<file path="src/rtl/apb_pkg.sv">
// ---------------------------------------------------------------------------
// apb_pkg
// Shared definitions for the APB requester and the APB slaves (GPIO, UART):
// bus widths, slave slot indices and the requester state encoding.
// ---------------------------------------------------------------------------
package apb_pkg;

  localparam int ADDR_W     = 32;
  localparam int DATA_W     = 32;
  localparam int STRB_W     = DATA_W / 8;
  localparam int NUM_SLAVES = 2;

  localparam int GPIO_SLOT = 0;
  localparam int UART_SLOT = 1;

  typedef enum logic [1:0] {
    IDLE   = 2'b00,
    SETUP  = 2'b01,
    ACCESS = 2'b11
  } apb_state_e;

endpackage : apb_pkg

</file>
<file path="src/rtl/apb_addr_decode.sv">
// ---------------------------------------------------------------------------
// apb_addr_decode
// Combinational slave decode for the APB requester.
//   cmd_addr    in   byte address of the pending command
//   psel_onehot out  one-hot slave select (bit SEL_BIT picks UART over GPIO)
//   decode_err  out  address has bits set above SEL_BIT (no slave there)
// ---------------------------------------------------------------------------
module apb_addr_decode
  import apb_pkg::*;
#(
  parameter int SEL_BIT = 12
) (
  input  logic [ADDR_W-1:0]     cmd_addr,
  output logic [NUM_SLAVES-1:0] psel_onehot,
  output logic                  decode_err
);

  logic [ADDR_W-1:0] upper_bits;

  always_comb begin
    upper_bits  = cmd_addr >> (SEL_BIT + 1);
    decode_err  = (upper_bits != '0);
    psel_onehot = '0;
    if (cmd_addr[SEL_BIT]) begin
      psel_onehot[UART_SLOT] = 1'b1;
    end else begin
      psel_onehot[GPIO_SLOT] = 1'b1;
    end
  end

endmodule : apb_addr_decode

</file>
<file path="src/rtl/apb_master.sv">
// ---------------------------------------------------------------------------
// apb_master
// Turns single-beat commands from an internal initiator into APB4
// SETUP/ACCESS transfers, with a watchdog that aborts transfers whose
// slave never raises PREADY.
//
//   state  | meaning
//   -------+---------------------------------------------------------------
//   IDLE   | PSEL/PENABLE low, cmd_ready high; decode errors answered here
//   SETUP  | PSEL high, PENABLE low for one cycle; watchdog loaded
//   ACCESS | PENABLE high; wait for PREADY or watchdog terminal count
//
// Ports
//   PCLK, PRESETn            clock, async active-low reset
//   cmd_valid/cmd_ready      command handshake (cmd_ready = state is IDLE)
//   cmd_write/addr/wdata/strb command payload
//   rsp_valid/rdata/err      one-cycle response pulse, no backpressure
//   PADDR..PENABLE           APB requester outputs (all registered)
//   PRDATA/PREADY/PSLVERR    APB completer returns
// ---------------------------------------------------------------------------
module apb_master
  import apb_pkg::*;
#(
  parameter int TIMEOUT = 16,
  parameter int SEL_BIT = 12
) (
  input  logic                  PCLK,
  input  logic                  PRESETn,
  input  logic                  cmd_valid,
  output logic                  cmd_ready,
  input  logic                  cmd_write,
  input  logic [ADDR_W-1:0]     cmd_addr,
  input  logic [DATA_W-1:0]     cmd_wdata,
  input  logic [STRB_W-1:0]     cmd_strb,
  output logic                  rsp_valid,
  output logic [DATA_W-1:0]     rsp_rdata,
  output logic                  rsp_err,
  output logic [ADDR_W-1:0]     PADDR,
  output logic                  PWRITE,
  output logic [DATA_W-1:0]     PWDATA,
  output logic [STRB_W-1:0]     PSTRB,
  output logic [NUM_SLAVES-1:0] PSEL,
  output logic                  PENABLE,
  input  logic [DATA_W-1:0]     PRDATA,
  input  logic                  PREADY,
  input  logic                  PSLVERR
);

  // Watchdog is a down-counter loaded in SETUP with TIMEOUT-1; reaching zero
  // while PREADY is still low marks the TIMEOUT-th ACCESS cycle.
  localparam int              WD_W    = (TIMEOUT > 2) ? $clog2(TIMEOUT) : 1;
  localparam logic [WD_W-1:0] WD_LOAD = WD_W'((TIMEOUT > 0) ? TIMEOUT - 1 : 0);
  localparam bit              WD_EN   = (TIMEOUT != 0);

  apb_state_e            state_q, state_d;
  logic [WD_W-1:0]       wd_q, wd_d;
  logic [ADDR_W-1:0]     paddr_d;
  logic                  pwrite_d;
  logic [DATA_W-1:0]     pwdata_d;
  logic [STRB_W-1:0]     pstrb_d;
  logic [NUM_SLAVES-1:0] psel_d;
  logic                  penable_d;
  logic                  rsp_valid_d;
  logic [DATA_W-1:0]     rsp_rdata_d;
  logic                  rsp_err_d;

  logic [NUM_SLAVES-1:0] dec_psel;
  logic                  dec_err;

  apb_addr_decode #(
    .SEL_BIT (SEL_BIT)
  ) u_addr_decode (
    .cmd_addr    (cmd_addr),
    .psel_onehot (dec_psel),
    .decode_err  (dec_err)
  );

  assign cmd_ready = (state_q == IDLE);

  always_ff @(posedge PCLK or negedge PRESETn) begin
    if (!PRESETn) begin
      state_q   <= IDLE;
      wd_q      <= '0;
      PADDR     <= '0;
      PWRITE    <= 1'b0;
      PWDATA    <= '0;
      PSTRB     <= '0;
      PSEL      <= '0;
      PENABLE   <= 1'b0;
      rsp_valid <= 1'b0;
      rsp_rdata <= '0;
      rsp_err   <= 1'b0;
    end else begin
      state_q   <= state_d;
      wd_q      <= wd_d;
      PADDR     <= paddr_d;
      PWRITE    <= pwrite_d;
      PWDATA    <= pwdata_d;
      PSTRB     <= pstrb_d;
      PSEL      <= psel_d;
      PENABLE   <= penable_d;
      rsp_valid <= rsp_valid_d;
      rsp_rdata <= rsp_rdata_d;
      rsp_err   <= rsp_err_d;
    end
  end

  always_comb begin
    state_d     = state_q;
    wd_d        = wd_q;
    paddr_d     = PADDR;
    pwrite_d    = PWRITE;
    pwdata_d    = PWDATA;
    pstrb_d     = PSTRB;
    psel_d      = PSEL;
    penable_d   = PENABLE;
    rsp_valid_d = 1'b0;
    rsp_rdata_d = rsp_rdata;
    rsp_err_d   = rsp_err;

    unique case (state_q)
      IDLE: begin
        psel_d    = '0;
        penable_d = 1'b0;
        wd_d      = '0;
        if (cmd_valid) begin
          if (dec_err) begin
            // Unmapped address: answer immediately, leave the bus untouched.
            rsp_valid_d = 1'b1;
            rsp_err_d   = 1'b1;
            rsp_rdata_d = '0;
          end else begin
            state_d  = SETUP;
            paddr_d  = cmd_addr;
            pwrite_d = cmd_write;
            pwdata_d = cmd_write ? cmd_wdata : '0;
            pstrb_d  = cmd_write ? cmd_strb : '0;
            psel_d   = dec_psel;
          end
        end
      end

      SETUP: begin
        state_d   = ACCESS;
        penable_d = 1'b1;
        wd_d      = WD_LOAD;
      end

      ACCESS: begin
        if (PREADY) begin
          state_d     = IDLE;
          psel_d      = '0;
          penable_d   = 1'b0;
          wd_d        = '0;
          rsp_valid_d = 1'b1;
          rsp_err_d   = PSLVERR;
          rsp_rdata_d = (!PWRITE && !PSLVERR) ? PRDATA : '0;
        end else if (WD_EN && (wd_q == '0)) begin
          state_d     = IDLE;
          psel_d      = '0;
          penable_d   = 1'b0;
          wd_d        = '0;
          rsp_valid_d = 1'b1;
          rsp_err_d   = 1'b1;
          rsp_rdata_d = '0;
        end else if (WD_EN) begin
          wd_d = wd_q - WD_W'(1);
        end
      end

      default: begin
        state_d   = IDLE;
        psel_d    = '0;
        penable_d = 1'b0;
        wd_d      = '0;
      end
    endcase
  end

endmodule : apb_master

</file>
<file path="config.mk">
export PLATFORM = sky130hd
export DESIGN_NAME = apb_master
export DESIGN_NICKNAME = d
export VERILOG_FILES = /design/src/rtl/apb_pkg.sv /design/src/rtl/apb_addr_decode.sv /design/src/rtl/apb_master.sv
export SDC_FILE = /design/constraint.sdc
export NUM_CORES = 1
export LEC_CHECK = 0
export BUFFER_PORTS_ARGS = -buffer_cell sky130_fd_sc_hd__buf_2
export CAP_MARGIN = 20
export CORE_MARGIN = 3
export CORE_UTILIZATION = 30
export DETAILED_ROUTE_END_ITERATION = 10
export PLACE_DENSITY_LB_ADDON = 0.05
export REMOVE_ABC_BUFFERS = 1
export SKIP_CTS_REPAIR_TIMING = 1
export SLEW_MARGIN = 40
export SYNTH_ARGS = -nofsm -noshare
export SYNTH_HDL_FRONTEND = slang
export SYNTH_SLANG_ARGS = --single-unit
</file>
<file path="constraint.sdc">
create_clock -name PCLK -period 2.1 [get_ports PCLK]
set_input_delay 0.42 -clock PCLK [delete_from_list [all_inputs] [get_ports PCLK]]
set_output_delay 0.42 -clock PCLK [all_outputs]
set_load 0.02 [all_outputs]
</file>
==> Yosys cells after proc, flatten, opt, wreduce, memory -nomap -nowiden <==
Index checks and enable logic that the tools add are counted.
{ "word_totals": {"memories": 0, "ram_bits": 0, "reg_bits": 112, "latchBits": 0, "out_inout_bits": 107, "elab_cells": 65, "romBits": 0} }
{ "op_classes": {"shift": 0, "div_mod_pow": 0, "n_bitwise": 2, "addsub": 1, "mux": 34, "n_reduce_logical": 11, "magnitude_cmp": 0, "multipliers": 0, "n_eq_ne": 6} }
{ "ops": {"columns": ["cell", "n"], "rows": [
  ["32-bit two-way mux", 6],
  ["32-bit one-hot mux with 2 select lines", 1],
  ["32-bit nonzero test", 1],
  ["1-bit two-way mux", 12],
  ["2-bit two-way mux", 6],
  ["4-bit two-way mux", 3],
  ["2-bit one-hot mux with 3 select lines", 2],
  ["4-bit one-hot mux with 2 select lines", 1],
  ["1-bit one-hot mux with 2 select lines", 3],
  ["3-bit AND reduction", 2],
  ["4-bit zero test", 1],
  ["2-bit != test, second input constant", 2],
  ["4-bit AND reduction", 1],
  ["4-bit by 1-bit subtractor with 4-bit output, second input constant", 1],
  ["3-bit != test, second input constant", 1],
  ["2-bit by 1-bit == test with 1-bit output, second input constant", 1],
  ["2-bit == test, second input constant", 1],
  ["1-bit zero test", 2],
  ["2-bit zero test", 1],
  ["2-bit by 1-bit != test with 1-bit output, second input constant", 1],
  ["1-bit NOT", 2],
  ["2-bit AND reduction", 1],
  ["2-bit nonzero test", 1],
  ["1-bit logical AND", 1]
]} }

==> Logic depth before layout (Yosys ltp) <==
{ "logic_depth": {"ltp_word": 5, "ltp_mapped": 8} }

==> Cells and area by module <==
From an unflattened synthesis, not the netlist that was laid out.
{ "unflattened": {"hier_cells": 424, "area_unflattened_um2": 4693.3} }
{ "by_module_without_submodules": {"columns": ["module", "area_per_inst_um2", "cells_per_inst", "instances", "seq_area_each_um2"], "rows": [
  ["apb_master", 4636.9, 416, 1, 2802.7],
  ["apb_addr_decode", 56.3, 8, 1, 0.0]
]} }

==> Worst setup path before layout <==
Ideal clock, no wire load.
{ "synth_path": {"path_kind": "reg2reg", "startpoint": "reg state_q[0]", "endpoint": "reg rsp_rdata[0]", "setup_ns": 0.079, "required_time_ns": 2.021, "path_slack_ns": 0.047, "stages_incl_launch_ff": 9, "t_arrival_ns": 1.974, "path_cell_list": "dfrtp_1 > inv_1 > ha_1 > clkbuf_1 > inv_1 > o21bai_1 > a311oi_2 > buf_4 > mux2i_1"} }
{ "synth_between": {"elab_chain_cells": 3, "elab_cells_between_ends": 8, "cone_classes": "eq/ne (4); mux (1); reduce/logical (3)"} }
{ "synth_rtl": {"columns": ["element", "line_no", "rtl"], "rows": [
  ["start: declaration", "apb_master.sv:55", "apb_state_e state_q, state_d;"],
  ["start signal: assignment", "apb_master.sv:94", "state_q <= state_d;"],
  ["2-bit zero test *", null, null],
  ["net cmd_ready", "apb_master.sv:30", "output logic cmd_ready,"],
  ["2-bit by 1-bit != test with 1-bit output (no source line), or another cell as far along", null, null],
  ["4-bit AND reduction (no source line)", null, null],
  ["end signal: assignment", "apb_master.sv:103", "rsp_rdata <= rsp_rdata_d;"],
  ["end: declaration", "apb_master.sv:36", "output logic [DATA_W-1:0] rsp_rdata,"]
]} }
Mark *: on every way through the listed nets, which the timed path passes. The rest lies on a longest branch.
A chain may end at the register's enable or synchronous reset.

==> Worst setup path after layout <==
{ "layout_path": {"startpoint": "reg wd_q[0]", "endpoint": "reg rsp_err"} }
{ "layout_between": {"elab_chain_cells": 3} }
{ "layout_rtl": {"columns": ["element", "line_no", "rtl"], "rows": [
  ["start: declaration", "apb_master.sv:56", "logic [WD_W-1:0] wd_q, wd_d;"],
  ["start signal: assignment", "apb_master.sv:95", "wd_q <= wd_d;"],
  ["4-bit zero test", "apb_master.sv:158", "end else if (WD_EN && (wd_q == '0)) begin"],
  ["3-bit != test (no source line)", null, null],
  ["4-bit AND reduction (no source line)", null, null],
  ["end signal: assignment", "apb_master.sv:104", "rsp_err <= rsp_err_d;"],
  ["end: declaration", "apb_master.sv:37", "output logic rsp_err,"]
]} }
No other way between the ends.

==> results.ini <==
[status]
outcome=finished clean

[timing]
period_minus_slack_ns=2.02
slew_headroom_pct=54.0
setup_viol=0
worst_slack_ns=0.0822
fmax_ghz=0.496
hold_violations=0
worst-slew-pin-transition_ns=0.690
clock_skew_ns=0.00763
slew_viol_final=0
setup_tns_ns=0
min_period_over_period_pct=96.1

[clocking]
cts_made_buffers=9
clk_pin_slew_ns=0.07
h-tree-depth=3
cts_max_path_buffers=2
cts_sinks=112
clockRootBuffer=clkbuf_16
insertion_delay_ns=0.35
cts_tree=yes

[drt]
ant_nets=0
drt_wl_total_mm=12.9
viasPerCell=4.38
post_drt_wl_per_cell_um=15.0
route.vias.total=3770
drc=0
drtPass1Iterations=4
dr.first_iter.drc_count=122

[power]
leakagePower_nw=3.49
peakVddDrop_v=0.000396
p_per_area_mw_per_mm2=920
p_total_w=0.00592

[final_layout]
final_cells=860
diodes=0
drive_gt1_share_pct=40.5
syn_to_final_growth_pct=37.0
nets=755
fin_util_pct=42.2

[placement]
place_worst_setup_slack_ns=-0.000600
dp_hpwl_mm=8.90
gp_congestion=0.726
placedCellCount=841
numPortBuffers=212

[synth]
synth.avg_cell_area_um2=10.8
syn_area_mm2=0.00470
postSynthCellCount=433
synth_seq_area_share_pct=59.7
synth-seq-cells=112
ys_warn_count=0
synth_cell_types=36

[critical_path]
reg2reg_depth=7
crit_required_ns=2.33
critPathArrivalTime_ns=2.25
crit_type=reg2reg
crit_start=wd_q[0]$_DFF_PN0_
r2r-end=rsp_err$_DFFE_PN0P_
r2r_slack_ns=0.08
crit_path_start_kind=flop
crit_path_end_kind=flop
cp_max_fo=5
reg2reg_from=wd_q[0]$_DFF_PN0_
cp-endpoint=rsp_err$_DFFE_PN0P_

[global_routing]
grt_pass1_wl_mm=20.6
use_met3_pct=4.56
track_usage_pct=14.8
grt_pass1_vias=3886
grt_overflow=0
antenna_found_initial=0
gr-usage-met2_pct=23.8
grt_most_used_layer=met2
grt_max_degree=62
use_met1_pct=19.2

[floorplanning]
rows=45
die_w_um=131
die_area_mm2=0.0172
core_mm2=0.0153
io_pins=213
fp.dieH_um=131
initial_utilization_pct=30.8

[run]
maxCapViolCount=0

[hold_path]
hold_class=in2async

how the worst min path moves through the flow:
stage,startpoint,endpoint,slack (ns),cells after the start
floorplan,PRESETn,PADDR[0]$_DFFE_PN0P_,0.12,0
global placement,PRESETn,rsp_err$_DFFE_PN0P_,0.40,1
detailed placement,PRESETn,rsp_err$_DFFE_PN0P_,0.40,1
CTS,PRESETn,rsp_err$_DFFE_PN0P_,0.02,1
global route,PRESETn,rsp_err$_DFFE_PN0P_,0.02,1
finish,PRESETn,rsp_err$_DFFE_PN0P_,0.006,1
per-layer routing:
metal,share of wire [%],vias up
met2,47,136
met1,44,1782
met3,7.6,9
met5,0,-
met4,1.1,0
li1,-,1843
state kept, by name, indices dropped and copies added (netlist names):
signal / flops
PSEL: 2
state_q: 2
PADDR: 32
PENABLE: 1
PWDATA: 32
rsp_rdata: 32
PSTRB: 4
PWRITE: 1
wd_q: 4
rsp_err: 1
rsp_valid: 1
cells by family after synthesis:
logic type	after synthesis	synth area share (%)
mux	46	11.1
xor+xnor	2	0.373
compound gates	93	10.7
simple gates	109	11.0
fa+ha+maj	5	1.33
flops	112	59.7
buf+inv	66	5.86
metrics by stage:
step | hold slack [ns] | cell area, µm²
finish | 0.00580 | 6440
global route | 0.0183 | 6440
CTS | 0.0200 | 6390
detailed placement | 0.404 | 6050
global placement | 0.400 | 6050
floorplan | 0.124 | 4570
Yosys cell counts:
cell / number / share of area [%]
a21o_1: 1 / 0.16
a21oi_1: 1 / 0.11
a311oi_2: 1 / 0.32
a31oi_1: 2 / 0.27
and2_1: 19 / 2.5
and4_1: 1 / 0.19
buf_2: 1 / 0.11
buf_4: 3 / 0.48
buf_6: 2 / 0.48
clkbuf_1: 21 / 1.7
dfrtp_1: 112 / 60
ha_1: 5 / 1.3
inv_1: 39 / 3.1
mux2_2: 2 / 0.48
mux2_4: 12 / 3.8
mux2i_1: 32 / 6.8
nand2_1: 73 / 5.8
nand2b_1: 1 / 0.13
nand3_1: 1 / 0.11
nand3b_1: 1 / 0.16
nand4_1: 1 / 0.13
nor2_1: 2 / 0.16
nor3_1: 2 / 0.21
nor3b_2: 1 / 0.27
nor4_1: 3 / 0.40
nor4_4: 1 / 0.45
o211ai_1: 1 / 0.16
o21ai_0: 79 / 8.4
o21ai_1: 2 / 0.21
o21bai_1: 1 / 0.16
o221ai_1: 2 / 0.37
o31ai_1: 3 / 0.48
or2_1: 1 / 0.13
or2_2: 1 / 0.13
or3_1: 1 / 0.13
xnor2_1: 2 / 0.37
critical path, cell delays in order, from the launching register on:
cell	delay [ns]
dfrtp_1	0.39
inv_1	0.09
ha_1	0.14
nor3b_4	0.26
nor2_1	0.13
a311oi_4	0.34
buf_4	0.22
mux2_2	0.34
power breakdown:
| group | switching (W) | internal (W) | leakage [nW] | total (W) |
|---|---|---|---|---|
| registers | 0.0000872 | 0.00228 | 1.55 | 0.00237 |
| clock network | 0.000825 | 0.00110 | 0.166 | 0.00192 |
| logic | 0.000868 | 0.000756 | 1.78 | 0.00162 |
placed cells by master, fill, tap and decap left out, types with 3 or more instances in the layout:
cell type  synthesis  final
buf_4              3     10
ha_1               5      5
mux2i_1           32     32
inv_1             39     39
nand2_1           73     73
dfrtp_1          112    112
o31ai_1            3      3
buf_12             0      4
clkbuf_16          0     10
mux2_4            12     12
and2_1            19     19
buf_2              1    211
nor4_1             3      3
o21ai_0           79     79
cell type report:
class | count | area [µm²]
Clock inverter | 6 | 97.6
Multi-Input combinational cell | 255 | 1640
Sequential cell | 112 | 2800
Timing Repair Buffer | 227 | 1250
Fill cell | 1522 | 8820
Clock buffer | 10 | 239
Tap cell | 211 | 264
Inverter | 39 | 146
Note: power is estimated with default switching activity, not from simulation.
